--- src/rtl/mfree.sv ---
// Region deallocator: validates a region base against the ACT, zeroes the region's entries, returns its reservation id.
// Latency: 5 cycles to the first clear (7 with the predecessor read), then 4 cycles per block; errors finish with no ACT writes.
// Backpressure: none; cs is sampled only while idle, and a request seen while busy is dropped, not queued.
//
// Ports:
//   clk, rst             clock; synchronous active-high reset
//   cs, core_id,         free request, requesting core and region base address
//   base_addr
//   act_rdata            ACT read data, valid one cycle after act_addr is presented
//   act_cs/act_we/       ACT access; act_wdata is always zero, so every write clears an entry
//   act_addr/act_wdata
//   rdy, bsy, err,       result strobe (1 cycle), busy flag, error code, number of cleared entries
//   freed_blocks
//   reservation_release, 1-cycle pulse on success returning release_id to the reservation counter
//   release_id
//
// Build option: define MFREE_ROOT_OVERRIDE_EN to let core 0 free regions owned by any core.

package mpu_common_pkg;
   localparam int BLOCK_COUNT      = 16;
   localparam int BLOCK_COUNT_BITS = 4;
   localparam int CORE_COUNT       = 4;
   localparam int CORE_ID_WIDTH    = 2;
   localparam int ADDR_WIDTH       = 16;
   localparam int REGION_SHIFT     = 8;
   // Walk index and block counter are one bit wider so BLOCK_COUNT itself is representable.
   localparam int CNT_WIDTH        = BLOCK_COUNT_BITS + 1;

   localparam logic [1:0] ERR_NONE          = 2'd0;
   localparam logic [1:0] ERR_BAD_ADDR      = 2'd1;
   localparam logic [1:0] ERR_NOT_OWNER     = 2'd2;
   localparam logic [1:0] ERR_NOT_ALLOCATED = 2'd3;

   typedef struct packed {
      logic                        valid;
      logic [CORE_ID_WIDTH-1:0]    owner;
      logic [BLOCK_COUNT_BITS-1:0] rid;
   } entry_t;
endpackage

module mfree
   import mpu_common_pkg::*;
(
   input  logic                        clk,
   input  logic                        rst,
   input  logic                        cs,
   input  logic [CORE_ID_WIDTH-1:0]    core_id,
   input  logic [ADDR_WIDTH-1:0]       base_addr,
   input  entry_t                      act_rdata,
   output logic                        act_cs,
   output logic                        act_we,
   output logic [BLOCK_COUNT_BITS-1:0] act_addr,
   output entry_t                      act_wdata,
   output logic                        rdy,
   output logic                        bsy,
   output logic [1:0]                  err,
   output logic [CNT_WIDTH-1:0]        freed_blocks,
   output logic                        reservation_release,
   output logic [BLOCK_COUNT_BITS-1:0] release_id
);

   typedef enum logic [3:0] {
      FREE_IDLE, FREE_LOAD_HEAD, FREE_CHECK_HEAD, FREE_LOAD_PRED, FREE_CHECK_PRED,
      FREE_CLEAR, FREE_NEXT, FREE_LOAD_NEXT, FREE_SCAN, FREE_DONE, FREE_RESULT
   } state_e;

   state_e                      state_q, state_d;
   logic [CNT_WIDTH-1:0]        cur_q, cur_d;
   logic [CNT_WIDTH-1:0]        count_q, count_d;
   logic [CORE_ID_WIDTH-1:0]    core_id_q, core_id_d;
   logic [BLOCK_COUNT_BITS-1:0] rid_q, rid_d;
   logic                        act_cs_q, act_cs_d;
   logic                        act_we_q, act_we_d;
   logic [BLOCK_COUNT_BITS-1:0] act_addr_q, act_addr_d;
   logic                        rdy_q, rdy_d;
   logic                        bsy_q, bsy_d;
   logic [1:0]                  err_q, err_d;
   logic [CNT_WIDTH-1:0]        freed_q, freed_d;
   logic                        rel_q, rel_d;
   logic [BLOCK_COUNT_BITS-1:0] rel_id_q, rel_id_d;

   logic [ADDR_WIDTH-1:0]       idx_full;
   logic                        addr_bad;
   logic                        owner_bad;
   logic [CNT_WIDTH-1:0]        cur_next, cur_prev;

   // All outputs are registered: what a state computes here appears on the pins
   // in the following cycle, which lines the ACT address up with its sync read.
   always_comb begin
      idx_full = base_addr >> REGION_SHIFT;
      addr_bad = (base_addr[REGION_SHIFT-1:0] != '0) ||
                 (idx_full >= ADDR_WIDTH'(BLOCK_COUNT));
      cur_next = cur_q + CNT_WIDTH'(1);
      cur_prev = cur_q - CNT_WIDTH'(1);
`ifdef MFREE_ROOT_OVERRIDE_EN
      owner_bad = (act_rdata.owner != core_id_q) && (core_id_q != '0);
`else
      owner_bad = (act_rdata.owner != core_id_q);
`endif

      state_d    = state_q;
      cur_d      = cur_q;
      count_d    = count_q;
      core_id_d  = core_id_q;
      rid_d      = rid_q;
      act_cs_d   = act_cs_q;
      act_we_d   = act_we_q;
      act_addr_d = act_addr_q;
      rdy_d      = rdy_q;
      bsy_d      = bsy_q;
      err_d      = err_q;
      freed_d    = freed_q;
      rel_d      = rel_q;
      rel_id_d   = rel_id_q;

      case (state_q)
         FREE_IDLE: begin
            if (cs) begin
               core_id_d = core_id;
               cur_d     = idx_full[CNT_WIDTH-1:0];
               count_d   = '0;
               bsy_d     = 1'b1;
               if (addr_bad) begin
                  err_d   = ERR_BAD_ADDR;
                  rdy_d   = 1'b1;
                  state_d = FREE_RESULT;
               end else begin
                  act_cs_d   = 1'b1;
                  act_we_d   = 1'b0;
                  act_addr_d = idx_full[BLOCK_COUNT_BITS-1:0];
                  state_d    = FREE_LOAD_HEAD;
               end
            end
         end
         FREE_LOAD_HEAD: state_d = FREE_CHECK_HEAD;
         FREE_CHECK_HEAD: begin
            if (!act_rdata.valid || owner_bad) begin
               err_d    = !act_rdata.valid ? ERR_NOT_ALLOCATED : ERR_NOT_OWNER;
               act_cs_d = 1'b0;
               rdy_d    = 1'b1;
               state_d  = FREE_RESULT;
            end else begin
               rid_d = act_rdata.rid;
               if (cur_q != '0) begin
                  act_addr_d = cur_prev[BLOCK_COUNT_BITS-1:0];
                  state_d    = FREE_LOAD_PRED;
               end else begin
                  state_d = FREE_CLEAR;
               end
            end
         end
         FREE_LOAD_PRED: state_d = FREE_CHECK_PRED;
         FREE_CHECK_PRED: begin
            // A live predecessor with the same reservation means base is inside the region.
            if (act_rdata.valid && (act_rdata.rid == rid_q)) begin
               err_d    = ERR_BAD_ADDR;
               act_cs_d = 1'b0;
               rdy_d    = 1'b1;
               state_d  = FREE_RESULT;
            end else begin
               state_d = FREE_CLEAR;
            end
         end
         FREE_CLEAR: begin
            act_we_d   = 1'b1;
            act_addr_d = cur_q[BLOCK_COUNT_BITS-1:0];
            count_d    = count_q + CNT_WIDTH'(1);
            state_d    = FREE_NEXT;
         end
         FREE_NEXT: begin
            act_we_d = 1'b0;
            // Stop at the last block instead of wrapping the index back to 0.
            if (cur_next == CNT_WIDTH'(BLOCK_COUNT)) begin
               state_d = FREE_DONE;
            end else begin
               act_addr_d = cur_next[BLOCK_COUNT_BITS-1:0];
               cur_d      = cur_next;
               state_d    = FREE_LOAD_NEXT;
            end
         end
         FREE_LOAD_NEXT: state_d = FREE_SCAN;
         FREE_SCAN: begin
            if (act_rdata.valid && (act_rdata.rid == rid_q)) state_d = FREE_CLEAR;
            else                                            state_d = FREE_DONE;
         end
         FREE_DONE: begin
            act_cs_d = 1'b0;
            rel_d    = 1'b1;
            rel_id_d = rid_q;
            freed_d  = count_q;
            rdy_d    = 1'b1;
            state_d  = FREE_RESULT;
         end
         FREE_RESULT: begin
            rdy_d    = 1'b0;
            bsy_d    = 1'b0;
            err_d    = ERR_NONE;
            freed_d  = '0;
            rel_d    = 1'b0;
            rel_id_d = '0;
            state_d  = FREE_IDLE;
         end
         default: begin
            state_d    = FREE_IDLE;
            cur_d      = '0;
            count_d    = '0;
            core_id_d  = '0;
            rid_d      = '0;
            act_cs_d   = 1'b0;
            act_we_d   = 1'b0;
            act_addr_d = '0;
            rdy_d      = 1'b0;
            bsy_d      = 1'b0;
            err_d      = ERR_NONE;
            freed_d    = '0;
            rel_d      = 1'b0;
            rel_id_d   = '0;
         end
      endcase
   end

   always_ff @(posedge clk) begin
      if (rst) begin
         state_q    <= FREE_IDLE;
         cur_q      <= '0;
         count_q    <= '0;
         core_id_q  <= '0;
         rid_q      <= '0;
         act_cs_q   <= 1'b0;
         act_we_q   <= 1'b0;
         act_addr_q <= '0;
         rdy_q      <= 1'b0;
         bsy_q      <= 1'b0;
         err_q      <= ERR_NONE;
         freed_q    <= '0;
         rel_q      <= 1'b0;
         rel_id_q   <= '0;
      end else begin
         state_q    <= state_d;
         cur_q      <= cur_d;
         count_q    <= count_d;
         core_id_q  <= core_id_d;
         rid_q      <= rid_d;
         act_cs_q   <= act_cs_d;
         act_we_q   <= act_we_d;
         act_addr_q <= act_addr_d;
         rdy_q      <= rdy_d;
         bsy_q      <= bsy_d;
         err_q      <= err_d;
         freed_q    <= freed_d;
         rel_q      <= rel_d;
         rel_id_q   <= rel_id_d;
      end
   end

   assign act_cs              = act_cs_q;
   assign act_we              = act_we_q;
   assign act_addr            = act_addr_q;
   assign act_wdata           = '0;
   assign rdy                 = rdy_q;
   assign bsy                 = bsy_q;
   assign err                 = err_q;
   assign freed_blocks        = freed_q;
   assign reservation_release = rel_q;
   assign release_id          = rel_id_q;

endmodule

--- config.mk ---
export PLATFORM = sky130hd
export DESIGN_NAME = mfree
export DESIGN_NICKNAME = d
export VERILOG_FILES = /design/src/rtl/mfree.sv
export SDC_FILE = /design/constraint.sdc
export NUM_CORES = 1
export LEC_CHECK = 0
export ABC_AREA = 1
export CORE_AREA = 2 2 72 109
export CTS_CLUSTER_DIAMETER = 80
export CTS_CLUSTER_SIZE = 16
export DETAILED_ROUTE_END_ITERATION = 10
export DIE_AREA = 0 0 74 111
export PLACE_DENSITY = 0.68
export SLEW_MARGIN = 30
export SYNTH_ARGS = -nofsm -noshare
export SYNTH_HDL_FRONTEND = slang
export SYNTH_SLANG_ARGS = --single-unit
--- constraint.sdc ---
create_clock -name clk -period 2.4 [get_ports clk]
set_input_delay 0.48 -clock clk [delete_from_list [all_inputs] [get_ports clk]]
set_output_delay 0.48 -clock clk [all_outputs]
set_load 0.02 [all_outputs]
==> impl_results.md <==
- Status: completed
- Synth Area in Simple Gates: roughly two fifths
- Row count: 39
- DR pass1 iterations: 4
- Seq/Total Area, Yosys: roughly a third
- GR Overflow Total: 0
- Post-Synth Adder-Cell Area: approximately 2.6%
- Total setup buffers inserted after CTS: 0
- EDFF count, synth: 0
- Setup TNS Final: 0 ns
- Crit path buf inv count: 2
- I/O Pins: 55
- Largest net degree at the start of global routing: 22
- DR vias: between 2000 and 2500
- Minimum clock period: 1.948 ns
- Worst EP required: 2.58 ns
- Yosys warning total: 0
- DR vias/cell: approximately 4.6
- Core footprint: approximately 7400 µm²
- Max frequency: 513.3 MHz
- Hold buffers post-CTS: 0
- Max cap viols: 0
- Worst vdd ir: approximately 380 µV
- Final hold violations: 0
- Chip height: approximately 110 µm
- Area growth from synthesis to layout: 29.86%
- Number of synthesized register bits: 40
- Post-synthesis area per instance: between 6 and 7 µm²
- Fin Hold WS: about 0.46 ns
- Final setup fails: 0
- Clk buf depth: 2
- Clk sink count: 40
- H-tree depth: 2
- Clk pin slew, worst setup/hold paths: around 0.060 ns
- Initial antenna violation count: 0
- Worst EP arrival: ~2.1 ns
- RSZ-0062 raised after global routing: false
- Worst-Margin Slew: ~0.51 ns
- Clk root buf: clkbuf_16
- Final wirelength: roughly 6.5 mm
- CTS Buf Count: 5
- Post-synth cell types: 36
- Post-Synth XOR/XNOR Area: roughly 1.5%
- Total GRT Usage: 16.48%
- First-pass GRT wire length: 10.72 mm
- Cells along the critical path: clkdlybuf4s50_1 -> a21boi_0 -> nand3_1 -> nand2_1 -> nand2_1 -> inv_1 -> nand3_2 -> nor2_1 -> nor2_1
- Leakage power: 0.001409 µW
- Post-synth top flop: dfxtp_1
- CTS tree: yes
- Family with the most delay on the worst path: simple AND/OR/NAND/NOR gates
- IO Port Bufs: 47
- Final ANT Viol Nets: 0
- Post-DP HPWL: 5.187 mm
- Area contributors post-synth: dfxtp_1 (33%), nand2_1 (16%), nor2_1 (8.4%), inv_1 (7.5%), a21oi_1 (5.4%)
- Yosys top cell by area: dfxtp_1
- Initial Utilization: between 30% and 40%
- Power per cell area: between 1000 and 1500 nW/µm²
- Most frequent cell after synthesis: nand2_1
- Die Wd: approximately 74 µm
- CP Capture Type: flip-flop
- Number of global-route vias before repair: 2401
- Syn Inst Count: around 380
- Power Total: about 3800 µW
- Worst-Skew Late Latency: between 0.2 and 0.3 ns
- Worst Skew: between 0.004 and 0.005 ns
- Post-synth top cells: nand2_1 (103), nor2_1 (54), inv_1 (48)
- Tcrit/Tclk final: about four fifths
- CP peak stage delay: between 0.5 and 0.6 ns
- CP startpoint kind: primary input
- Drt wl/cell: between 10 and 15 µm
- Critical-path maximum fanout: 8
- Area of the mapped netlist: around 2400 µm²
- Mux cell area share after synthesis: 0%
- Max stage delay cell, worst path: clkdlybuf4s50_1
- Synth top area share: 33.30%
- DRC: 0
- Hold crit path type: flip-flop to flip-flop
- # resized after CTS: 0
- Final-stage net count: 461
- Pins Over Slew Limit: 0
- 1st-iter DRT viols: roughly 100
- GP Congestion: roughly 0.91
- Ys async rst share: 0%
- Synth Area in Compound Gates: 11.81%
- Layout cells sized above 1: 7.692%
- Die area: roughly 8000 µm²
- ANT cells: 0
- Largest family of logic cells by synthesized area: simple AND/OR/NAND/NOR gates
- Critical path type: primary input to flip-flop
- Slew headroom: approximately 66%
-- per-layer routing --
metal	GRT usage (%)	vias to the layer above	share of wire, %
li1	-	1282	-
met1	17.16	1083	39
met2	30.00	80	51
met3	2.636	24	5.0
met4	8.848	0	4.8
met5	0	-	0
-- worst paths after layout --
check | start | to | slack, ns | cells past startpoint
min reg2reg | freed_blocks[2]$_SDFFE_PP0N_ | freed_blocks[2]$_SDFFE_PP0N_ | 0.46 | 2
max reg2reg | state_q[0]$_SDFFE_PP0P_ | count_q[2]$_SDFFE_PP0P_ | 0.51 | 6
max | act_rdata[6] | act_addr[1]$_SDFFE_PP0P_ | 0.45 | 9
min | freed_blocks[2]$_SDFFE_PP0N_ | freed_blocks[2]$_SDFFE_PP0N_ | 0.46 | 2
-- report_power, final --
| part | internal, µW | switching, µW |
|---|---|---|
| Combinational | 749 | 1370 |
| Clock | 489 | 260 |
| Sequential | 826 | 134 |
| Total | 2060 | 1760 |
-- cell type report --
| cell class | count | area [µm²] |
|---|---|---|
| multi-input cells | 276 | 1328 |
| clock inverters | 2 | 35.03 |
| clock buffers | 6 | 128.9 |
| inverters | 54 | 202.7 |
| flip-flops and latches | 40 | 800.8 |
| fillers | 796 | 4245 |
| well taps | 102 | 127.6 |
| repair buffers | 51 | 500.5 |
-- sequential cells by signal, indices dropped and copies added, names as in the netlist, 2 cells and up --
name,cells
act_addr,4
core_id_q,2
count_q,5
cur_q,5
err,2
freed_blocks,5
release_id,4
rid_q,4
state_q,4
-- worst min-delay path: cells and delay by family, from the launching register on --
family          cells  cell delay [ns]
compound gates      1             0.05
flops               1             0.30
simple gates        1             0.06
-- through the flow --
stage	cells	worst slack (ns)	instance area [µm²]	utilization [%]
finish	531	0.4517	3123	42.38
floorplan	385	0.9049	2427	-
global route	531	0.3027	3123	42.38
global placement	523	0.2124	2959	40.16
detailed placement	523	0.2037	2959	40.16
CTS	531	0.4983	3123	42.38
-- cell families (layout without fill, tap and decap cells) --
| group | after synthesis | in the layout |
|---|---|---|
| flops | 40 | 40 |
| fa+ha+maj | 5 | 5 |
| compound gates | 50 | 50 |
| simple gates | 210 | 210 |
| xor+xnor | 4 | 4 |
| other cells | 1 | 7 |
| buf+inv | 69 | 113 |
-- cell usage in the layout, fill, tap and decap left out, types with 5 or more instances in the layout --
master,count
nor2_2,7
nand3_1,16
inv_2,5
dfxtp_1,40
nor2_1,54
clkbuf_16,5
inv_1,48
o21ai_0,11
nor3b_1,5
ha_1,5
conb_1,7
a21oi_1,26
nand2_1,103
clkdlybuf4s50_1,47
nand4_1,5
nor3_1,7
(Power assumes the default switching activity.)
